## src/rtl/stack_unit_pkg.sv

```systemverilog
// Shared stack sizing defaults and operation decode for the operand stack.
// Controller and datapath size their stack ports from the same values.
package stack_unit_pkg;

    localparam int STACK_WIDTH = 8;
    localparam int STACK_DEPTH = 16;

    typedef enum logic [2:0] {
        OP_IDLE,
        OP_PUSH,
        OP_POP,
        OP_TOP,
        OP_REPLACE,
        OP_PUSH_TOP
    } stack_op_e;

    // pop dominates top; push+pop is a replace of the top entry
    function automatic stack_op_e decode_op(input logic push, input logic pop, input logic top);
        stack_op_e op;
        if (push && pop)      op = OP_REPLACE;
        else if (pop)         op = OP_POP;
        else if (push && top) op = OP_PUSH_TOP;
        else if (push)        op = OP_PUSH;
        else if (top)         op = OP_TOP;
        else                  op = OP_IDLE;
        return op;
    endfunction

endpackage

```

## src/rtl/stack_unit_ram.sv

```systemverilog
// Stack register file: one synchronous write port, one asynchronous read port.
// No reset; contents are only observed through valid stack entries.
module stack_unit_ram #(
    parameter int WIDTH = 8,
    parameter int DEPTH = 16,
    parameter int AW    = 4
) (
    input  logic             clk,
    input  logic             we,
    input  logic [AW-1:0]    waddr,
    input  logic [WIDTH-1:0] wdata,
    input  logic [AW-1:0]    raddr,
    output logic [WIDTH-1:0] rdata
);

    logic [WIDTH-1:0] mem [DEPTH];

    always_ff @(posedge clk) begin
        if (we) mem[waddr] <= wdata;
    end

    assign rdata = mem[raddr];

endmodule

```

## src/rtl/stack_unit.sv

```systemverilog
// Operand stack: push/pop/top strobes, registered top-of-stack output, sticky error flags.
// Latency: one cycle per operation, results visible after the edge.
// Backpressure: none; a push when full or a pop when empty is refused and flagged.
module stack_unit
    import stack_unit_pkg::*;
#(
    parameter int WIDTH = STACK_WIDTH,
    parameter int DEPTH = STACK_DEPTH,
    parameter int AW    = $clog2(DEPTH)
) (
    input  logic             clk,
    input  logic             rst,
    input  logic             push,
    input  logic             pop,
    input  logic             top,
    input  logic [WIDTH-1:0] d_in,
    output logic [WIDTH-1:0] d_out,
    output logic [AW:0]      count,
    output logic             empty,
    output logic             full,
    output logic             overflow,
    output logic             underflow
);

    logic [AW:0]      sp, sp_nxt;
    logic [WIDTH-1:0] d_out_nxt, rdata, top_val;
    logic             ovf_nxt, unf_nxt, we;
    logic [AW-1:0]    raddr, waddr;
    stack_op_e        op;

    assign count   = sp;
    assign empty   = (count == '0);
    assign full    = (count == (AW+1)'(DEPTH));
    assign raddr   = sp[AW-1:0] - AW'(1);
    assign top_val = empty ? '0 : rdata;
    assign op      = decode_op(push, pop, top);

    always_comb begin
        sp_nxt    = sp;
        d_out_nxt = d_out;
        ovf_nxt   = overflow;
        unf_nxt   = underflow;
        we        = 1'b0;
        waddr     = sp[AW-1:0];
        case (op)
            OP_POP: begin
                if (empty) begin
                    unf_nxt = 1'b1;
                end else begin
                    d_out_nxt = rdata;
                    sp_nxt    = sp - (AW+1)'(1);
                end
            end
            OP_TOP: d_out_nxt = top_val;
            OP_REPLACE: begin
                // on an empty stack this degrades to a plain push, which cannot overflow
                we = 1'b1;
                if (empty) begin
                    sp_nxt = sp + (AW+1)'(1);
                end else begin
                    d_out_nxt = rdata;
                    waddr     = raddr;
                end
            end
            OP_PUSH, OP_PUSH_TOP: begin
                if (op == OP_PUSH_TOP) d_out_nxt = top_val;
                if (full) begin
                    ovf_nxt = 1'b1;
                end else begin
                    we     = 1'b1;
                    sp_nxt = sp + (AW+1)'(1);
                end
            end
            default: ;
        endcase
    end

    always_ff @(posedge clk or posedge rst) begin
        if (rst) begin
            sp        <= '0;
            d_out     <= '0;
            overflow  <= 1'b0;
            underflow <= 1'b0;
        end else begin
            sp        <= sp_nxt;
            d_out     <= d_out_nxt;
            overflow  <= ovf_nxt;
            underflow <= unf_nxt;
        end
    end

    // a write coinciding with reset is dropped
    stack_unit_ram #(
        .WIDTH (WIDTH),
        .DEPTH (DEPTH),
        .AW    (AW)
    ) u_ram (
        .clk   (clk),
        .we    (we && !rst),
        .waddr (waddr),
        .wdata (d_in),
        .raddr (raddr),
        .rdata (rdata)
    );

endmodule

```

## config.mk

```make
export PLATFORM = sky130hd
export DESIGN_NAME = stack_unit
export DESIGN_NICKNAME = d
export VERILOG_FILES = /design/src/rtl/stack_unit_pkg.sv /design/src/rtl/stack_unit_ram.sv /design/src/rtl/stack_unit.sv
export SDC_FILE = /design/constraint.sdc
export NUM_CORES = 1
export LEC_CHECK = 0
export CORE_ASPECT_RATIO = 0.7
export CORE_MARGIN = 4
export CORE_UTILIZATION = 59
export CTS_CLUSTER_DIAMETER = 40
export CTS_CLUSTER_SIZE = 24
export DETAILED_ROUTE_END_ITERATION = 8
export PLACE_DENSITY = 0.86
export SKIP_LAST_GASP = 1
export SLEW_MARGIN = 20
export SYNTH_ARGS = -nofsm -noshare
export SYNTH_HDL_FRONTEND = slang
export SYNTH_SLANG_ARGS = --single-unit
```

## constraint.sdc

```tcl
create_clock -name clk -period 4.2 [get_ports clk]
set_clock_uncertainty 0.15 [all_clocks]
set_input_delay 0.63 -clock clk [delete_from_list [all_inputs] [get_ports clk]]
set_output_delay 0.63 -clock clk [all_outputs]
set_load 0.02 [all_outputs]
```

==> results_dict.tcl, run 1 <==
set metrics [dict create \
    crit_required_ns 4.10 \
    synthCells 344 \
    rsz0062_at_grt "false" \
    vias 3347 \
    dieArea_um2 11600 \
    cts.sinks 143 \
    cts_tree "done" \
    max_freq_mhz 291 \
    row_count 30 \
    synthArstFlopShare 0.105 \
    reg2regPathDepth 6 \
    ctsHoldBuffers 0 \
    layout.nets 406 \
    synth_edf_count 128 \
    crit_path_start_kind "flip-flop" \
    synthTopCellsByArea "edfxtp_1, mux4_2, dfrtp_1" \
    powerDensity_nw_per_um2 795 \
    tns_ns 0 \
    critPathCaptureType "flip-flop" \
    hp-class "flip-flop to flip-flop" \
    r2r_slack_ns 0.76 \
    drc 0 \
    clk_pin_slew_ns 0.06 \
    fin_crit_ns 3.44 \
    cp_max_fo 17 \
    diodes 0 \
    cts-root-buf "clkbuf_16" \
    io_pins 30 \
    slew_violations 0 \
    drive_gt1_frac 0.191 \
    yosysTopAreaCell "edfxtp_1" \
    drv_cap 0 \
    synth_area_um2 5860 \
    post_cts_resized 0 \
    cts_htree_levels 4 \
    dr.pass1.iters 5 \
    ys_seq_area_frac 0.719 \
    wl_per_cell_um 24.1 \
    leakage_uw 0.00242 \
    setup_viol 0 \
    clockBufferDepth 2 \
    vias_per_cell 6.30 \
    ys_ff_latch 143 \
    vdd_ir_drop_max_mv 0.549 \
    synth_fp_nets 360 \
    start_util 0.606 \
    synth_top_area_share 0.655 \
    numCtsBuffers 17 \
    area_growth_pct 19.4 \
    synth_ff_type "edfxtp_1" \
    grt_pass1_vias 3449 \
    gp_congestion 0.876 \
    overflow 0 \
    holdPathStages 1 \
    tightest_slew_ns 0.878 \
    hold_viol 0 \
    die_h_um 91.4 \
    track_usage 0.235 \
    wl_um 12800 \
    finalCritPeriodShare 0.819 \
    grt_pass1_wl_um 19700 \
    antenna_left 0 \
    grt_max_degree 37 \
    yosysWarnings 0 \
    dpl-instance-area_um2 6340 \
    antenna_found_initial 0 \
    synth.distinct_cells 49 \
    dp_hpwl_um 8190 \
    setup.worst_path.class "flip-flop to flip-flop" \
    outcome "complete, no violations" \
    stdcell_area_um2 7000 \
    die_w_um 127 \
    clk_latency_ns 0.42 \
    io_buffers 29 \
    slew_headroom 0.407 \
    avgSynthCellArea_um2 17.0 \
    worst_ep_arrival_time_ns 3.33 \
    post-cts-setup-buffers 0 \
    dr.first_iter.drc_count 273 \
    core_um2 9680 \
]
-- cell usage after synthesis (all sizes together), types with 6 or more instances --
cell and instances:
mux4 19, inv 6, mux2i 25, a221oi 6
a32oi 7, dfrtp 15, nor2 13, a21oi 7
nand2 33, buf 14, edfxtp 128, a221o 6
nor3 16
-- cell families (layout without fill, tap and decap cells) --
logic type	after synthesis	in the layout	share of synthesized area
AND/OR/NAND/NOR	78	78	0.0621
XOR/XNOR	8	8	0.0132
flip-flops	143	143	0.719
adder cells (fa/ha/maj)	3	3	0.00640
multiplexers	45	45	0.118
AO/OA/AOI/OAI	43	43	0.0597
buffers and inverters	24	83	0.0215
-- layer usage --
metal | up-vias | share of wire | GRT usage
met2 | 152 | 0.49 | 0.359
met3 | 18 | 0.082 | 0.0852
li1 | 1467 | - | -
met1 | 1710 | 0.41 | 0.319
met4 | 0 | 0.012 | 0.0714
met5 | - | 0 | 0
-- worst paths after layout --
kind	start	end
max	count[1]$_DFFE_PP0P_	u_ram.mem[3][5]$_DFFE_PP_
min	underflow$_DFFE_PP0P_	underflow$_DFFE_PP0P_
max reg2reg	count[1]$_DFFE_PP0P_	u_ram.mem[3][5]$_DFFE_PP_
min reg2reg	underflow$_DFFE_PP0P_	underflow$_DFFE_PP0P_
max in group asynchronous	rst	d_out[7]$_DFFE_PP0P_
min in group asynchronous	rst	overflow$_DFFE_PP0N_
-- registers in the layout (all words and copies together) (netlist names) --
name,cells
count,5
overflow,1
underflow,1
d_out,8
u_ram.mem,128
-- final cells by class --
class                   count  area, um2
fillers                   586       2680
clock inverters            15        235
inverters                   6       22.5
multi-input cells         177       1530
clock buffers              17        425
repair buffers             45        410
well taps                 128        160
flip-flops and latches    143       4220
-- critical path, cell delays in order (launching register included) --
cell and delay (ns):
dfrtp_1 0.54, inv_1 0.15, ha_1 0.41, buf_4 0.26, nor2_1 0.55, mux2i_1 0.29, nor2_1 0.71
-- cell usage in the layout (no fill, tap or decap), drive strengths merged, types with 7 or more instances in the layout --
cell	netlist	layout
dfrtp	15	15
inv	6	9
nor3	16	16
nor2	13	13
buf	14	16
mux4	19	19
clkdlybuf4s50	0	29
a32oi	7	7
nand2	33	33
mux2i	25	25
edfxtp	128	128
a21oi	7	7
clkbuf	4	17
-- metrics by stage --
step           instances  hold WS, ns  power, uW   util  worst slack, ns
6_report             531        0.346       5570  0.723            0.762
5_1_grt              531        0.365       5810  0.723            0.528
4_1_cts              531        0.338       5570  0.723            0.768
3_5_place_dp         499        0.329       3880  0.655            0.636
3_3_place_gp         499        0.341       3810  0.655            0.831
2_1_floorplan        344        0.381       3270      -            0.768
-- where the power goes --
part	switching [uW]	internal [uW]
registers	129	1710
clock network	601	1060
logic	1200	873
Note: power is estimated with default switching activity, not from simulation.
==> inputs of run 2 (changes only) <==
--- a/config.mk
+++ b/config.mk
@@ -7,11 +7,11 @@
 export LEC_CHECK = 0
 export CORE_ASPECT_RATIO = 0.7
 export CORE_MARGIN = 4
-export CORE_UTILIZATION = 59
+export CORE_UTILIZATION = 54
 export CTS_CLUSTER_DIAMETER = 40
 export CTS_CLUSTER_SIZE = 24
 export DETAILED_ROUTE_END_ITERATION = 8
-export PLACE_DENSITY = 0.86
+export PLACE_DENSITY = 0.83
 export SKIP_LAST_GASP = 1
 export SLEW_MARGIN = 20
 export SYNTH_ARGS = -nofsm -noshare
==> constraint.sdc (replaced) <==
create_clock -name clk -period 3 [get_ports clk]
set_clock_uncertainty 0.15 [all_clocks]
set_input_delay 0.45 -clock clk [delete_from_list [all_inputs] [get_ports clk]]
set_output_delay 0.45 -clock clk [all_outputs]
set_load 0.02 [all_outputs]
==> run 2 against run 1 <==
  * Die area rose by 8.5%
  * Clock power is 28% higher
  * Final area up 1.8%
  * First-iteration DRC count rose by 34%
  * Register-to-register slack got worse by 0.66 ns
  * Non-clock buffer count increased by 2
  * Sequential share of layout area decreased by 1.1 points
  * Critical path depth stayed put
  * Flip-flop and latch count stayed put
  * Via count increased by 0.42%
  * Global-route usage down 1.5 points
  * Core utilization shrank 4.2 points
==> results_dict.tcl, run 2 (same netlist as run 1, synthesis figures left out) <==
set metrics [dict create \
    layout_commonest_cell "edfxtp_1" \
    fin_crit_ns 2.92 \
    slew_violations 0 \
    antenna_found_initial 0 \
    hold_viol 0 \
    diodes 0 \
    min_to "overflow$_DFFE_PP0N_" \
    wl_per_cell_um 23.7 \
    core_um2 10500 \
    critPathCaptureType "output port" \
    holdPathStages 1 \
    track_usage 0.219 \
    area_growth_pct 21.6 \
    grt_max_degree 37 \
    drc 0 \
    r2r_slack_ns 0.10 \
    largest_reg_flops 128 \
    rsz0062_at_grt "false" \
    vdd_ir_drop_max_mv 0.722 \
    finalCritPeriodShare 0.975 \
    vias 3361 \
    layout.nets 408 \
    post-cts-setup-buffers 0 \
    start_util 0.560 \
    grt_pass1_vias 3475 \
    powerDensity_nw_per_um2 1100 \
    clockBufferDepth 2 \
    drv_cap 0 \
    hp-class "flip-flop to flip-flop" \
    dp_hpwl_um 8260 \
    dr.first_iter.drc_count 365 \
    grt_pass1_wl_um 19900 \
    vias_per_cell 6.26 \
    gp_congestion 0.896 \
    cts-root-buf "clkbuf_16" \
    io_pins 30 \
    outcome "complete, no violations" \
    dr.pass1.iters 5 \
    crit_required_ns 2.40 \
    reg2regPathDepth 7 \
    drive_gt1_frac 0.249 \
    cts.sinks 143 \
    hold_path_startpoint "overflow$_DFFE_PP0N_" \
    numCtsBuffers 17 \
    row_count 31 \
    num-fill-cells 685 \
    crit_path_start_kind "flip-flop" \
    cts_tree "done" \
    io_buffers 29 \
    wl_um 12700 \
    cts_htree_levels 4 \
    setup.worst_path.class "flip-flop to output port" \
    clk_latency_ns 0.42 \
    dieArea_um2 12600 \
    final_cell_mix "edfxtp_1, nand2_1, clkdlybuf4s50_1" \
    leakage_uw 0.00249 \
    setup_viol 0 \
    overflow 0 \
    slew_headroom 0.333 \
    cp_max_fo 5 \
    tightest_slew_ns 1.00 \
    tns_ns 0 \
    clk_pin_slew_ns 0.06 \
    worst_ep_arrival_time_ns 2.32 \
    antenna_left 0 \
    setup_slack_ns 0.0753 \
    top_register "u_ram.mem" \
    max_freq_mhz 342 \
    die_h_um 95.2 \
    rr_endpoint "u_ram.mem[7][2]$_DFFE_PP_" \
    die_w_um 133 \
    r2r_start "count[0]$_DFFE_PP0P_" \
    pre_cts_ws_ns -0.0852 \
]
==> run 2: changes by cell type in the layout (fill, tap and decap cells not counted), sizes merged <==
| cell | previous run | this run |
|---|---|---|
| clkdlybuf4s50 | 29 | 28 |
| bufinv | 5 | 3 |
| clkinv | 5 | 7 |
| clkbuf | 17 | 20 |
| buf | 16 | 18 |
| inv | 9 | 6 |
| dlymetal6s2s | 0 | 1 |
==> run 2: how the worst max path moves through the flow <==
stage                          from                          to  cells past startpoint
6_report       count[0]$_DFFE_PP0P_                        full                      6
5_1_grt        count[0]$_DFFE_PP0P_   u_ram.mem[9][3]$_DFFE_PP_                      7
4_1_cts        count[0]$_DFFE_PP0P_                       empty                      5
3_5_place_dp                    pop   u_ram.mem[0][0]$_DFFE_PP_                      6
3_3_place_gp                   push   u_ram.mem[7][1]$_DFFE_PP_                      5
2_1_floorplan  count[0]$_DFFE_PP0P_  u_ram.mem[12][0]$_DFFE_PP_                      9
==> run 2: routing by layer <==
layer	vias up	GRT usage	share of wire
li1	1484	-	-
met1	1707	0.289	0.43
met2	149	0.344	0.48
met3	21	0.0754	0.079
met4	0	0.0813	0.016
met5	-	0	0
==> run 2: critical path: stages, from the launching register on <==
cell	delay (ns)
dfrtp_2	0.46
inv_4	0.10
ha_1	0.17
nor3b_1	0.28
buf_4	0.18
and2_1	0.12
clkdlybuf4s50_1	0.60
==> run 2: cell type report <==
class                      count  area, um2  area share
tap                          132        165      0.0232
clock inverter                12        144      0.0202
inverter                       6       30.0     0.00421
sequential                   143       4220       0.592
timing repair buffer          47        428      0.0600
multi-input combinational    177       1700       0.238
clock buffer                  20        447      0.0626
==> run 2: where the power goes <==
part	internal [uW]	switching, uW	leakage (uW)	total [uW]
combinational	1330	1850	0.000863	3180
sequential	2390	143	0.00133	2530
clock	1320	800	0.000289	2120
total	5040	2790	0.00249	7830
==> run 2: stage by stage <==
step	instance area, um2	total power [uW]	hold slack, ns	std cells	utilization
after global placement	6530	5630	0.326	505	0.624
after detailed placement	6530	5710	0.304	505	0.624
after CTS	7120	7840	0.316	537	0.680
final	7130	7830	0.318	537	0.681
after global routing	7130	8180	0.330	537	0.681
after floorplan	6040	4760	0.201	344	-
==> run 2: repair_timing <==
action                                  4_1_cts  5_1_grt
hold buffers                                  0        0
resized for setup                             0        3
endpoints found under the hold margin         0        0
endpoints found under the setup margin        0       12
==> inputs of run 3 (changes only) <==
--- a/config.mk
+++ b/config.mk
@@ -5,6 +5,7 @@
 export SDC_FILE = /design/constraint.sdc
 export NUM_CORES = 1
 export LEC_CHECK = 0
+export ABC_CLOCK_PERIOD_IN_PS = 3000
 export CORE_ASPECT_RATIO = 0.7
 export CORE_MARGIN = 4
 export CORE_UTILIZATION = 54
==> results of run 3 <==
Final layout, timing and power as in run 2 (identical DEF).
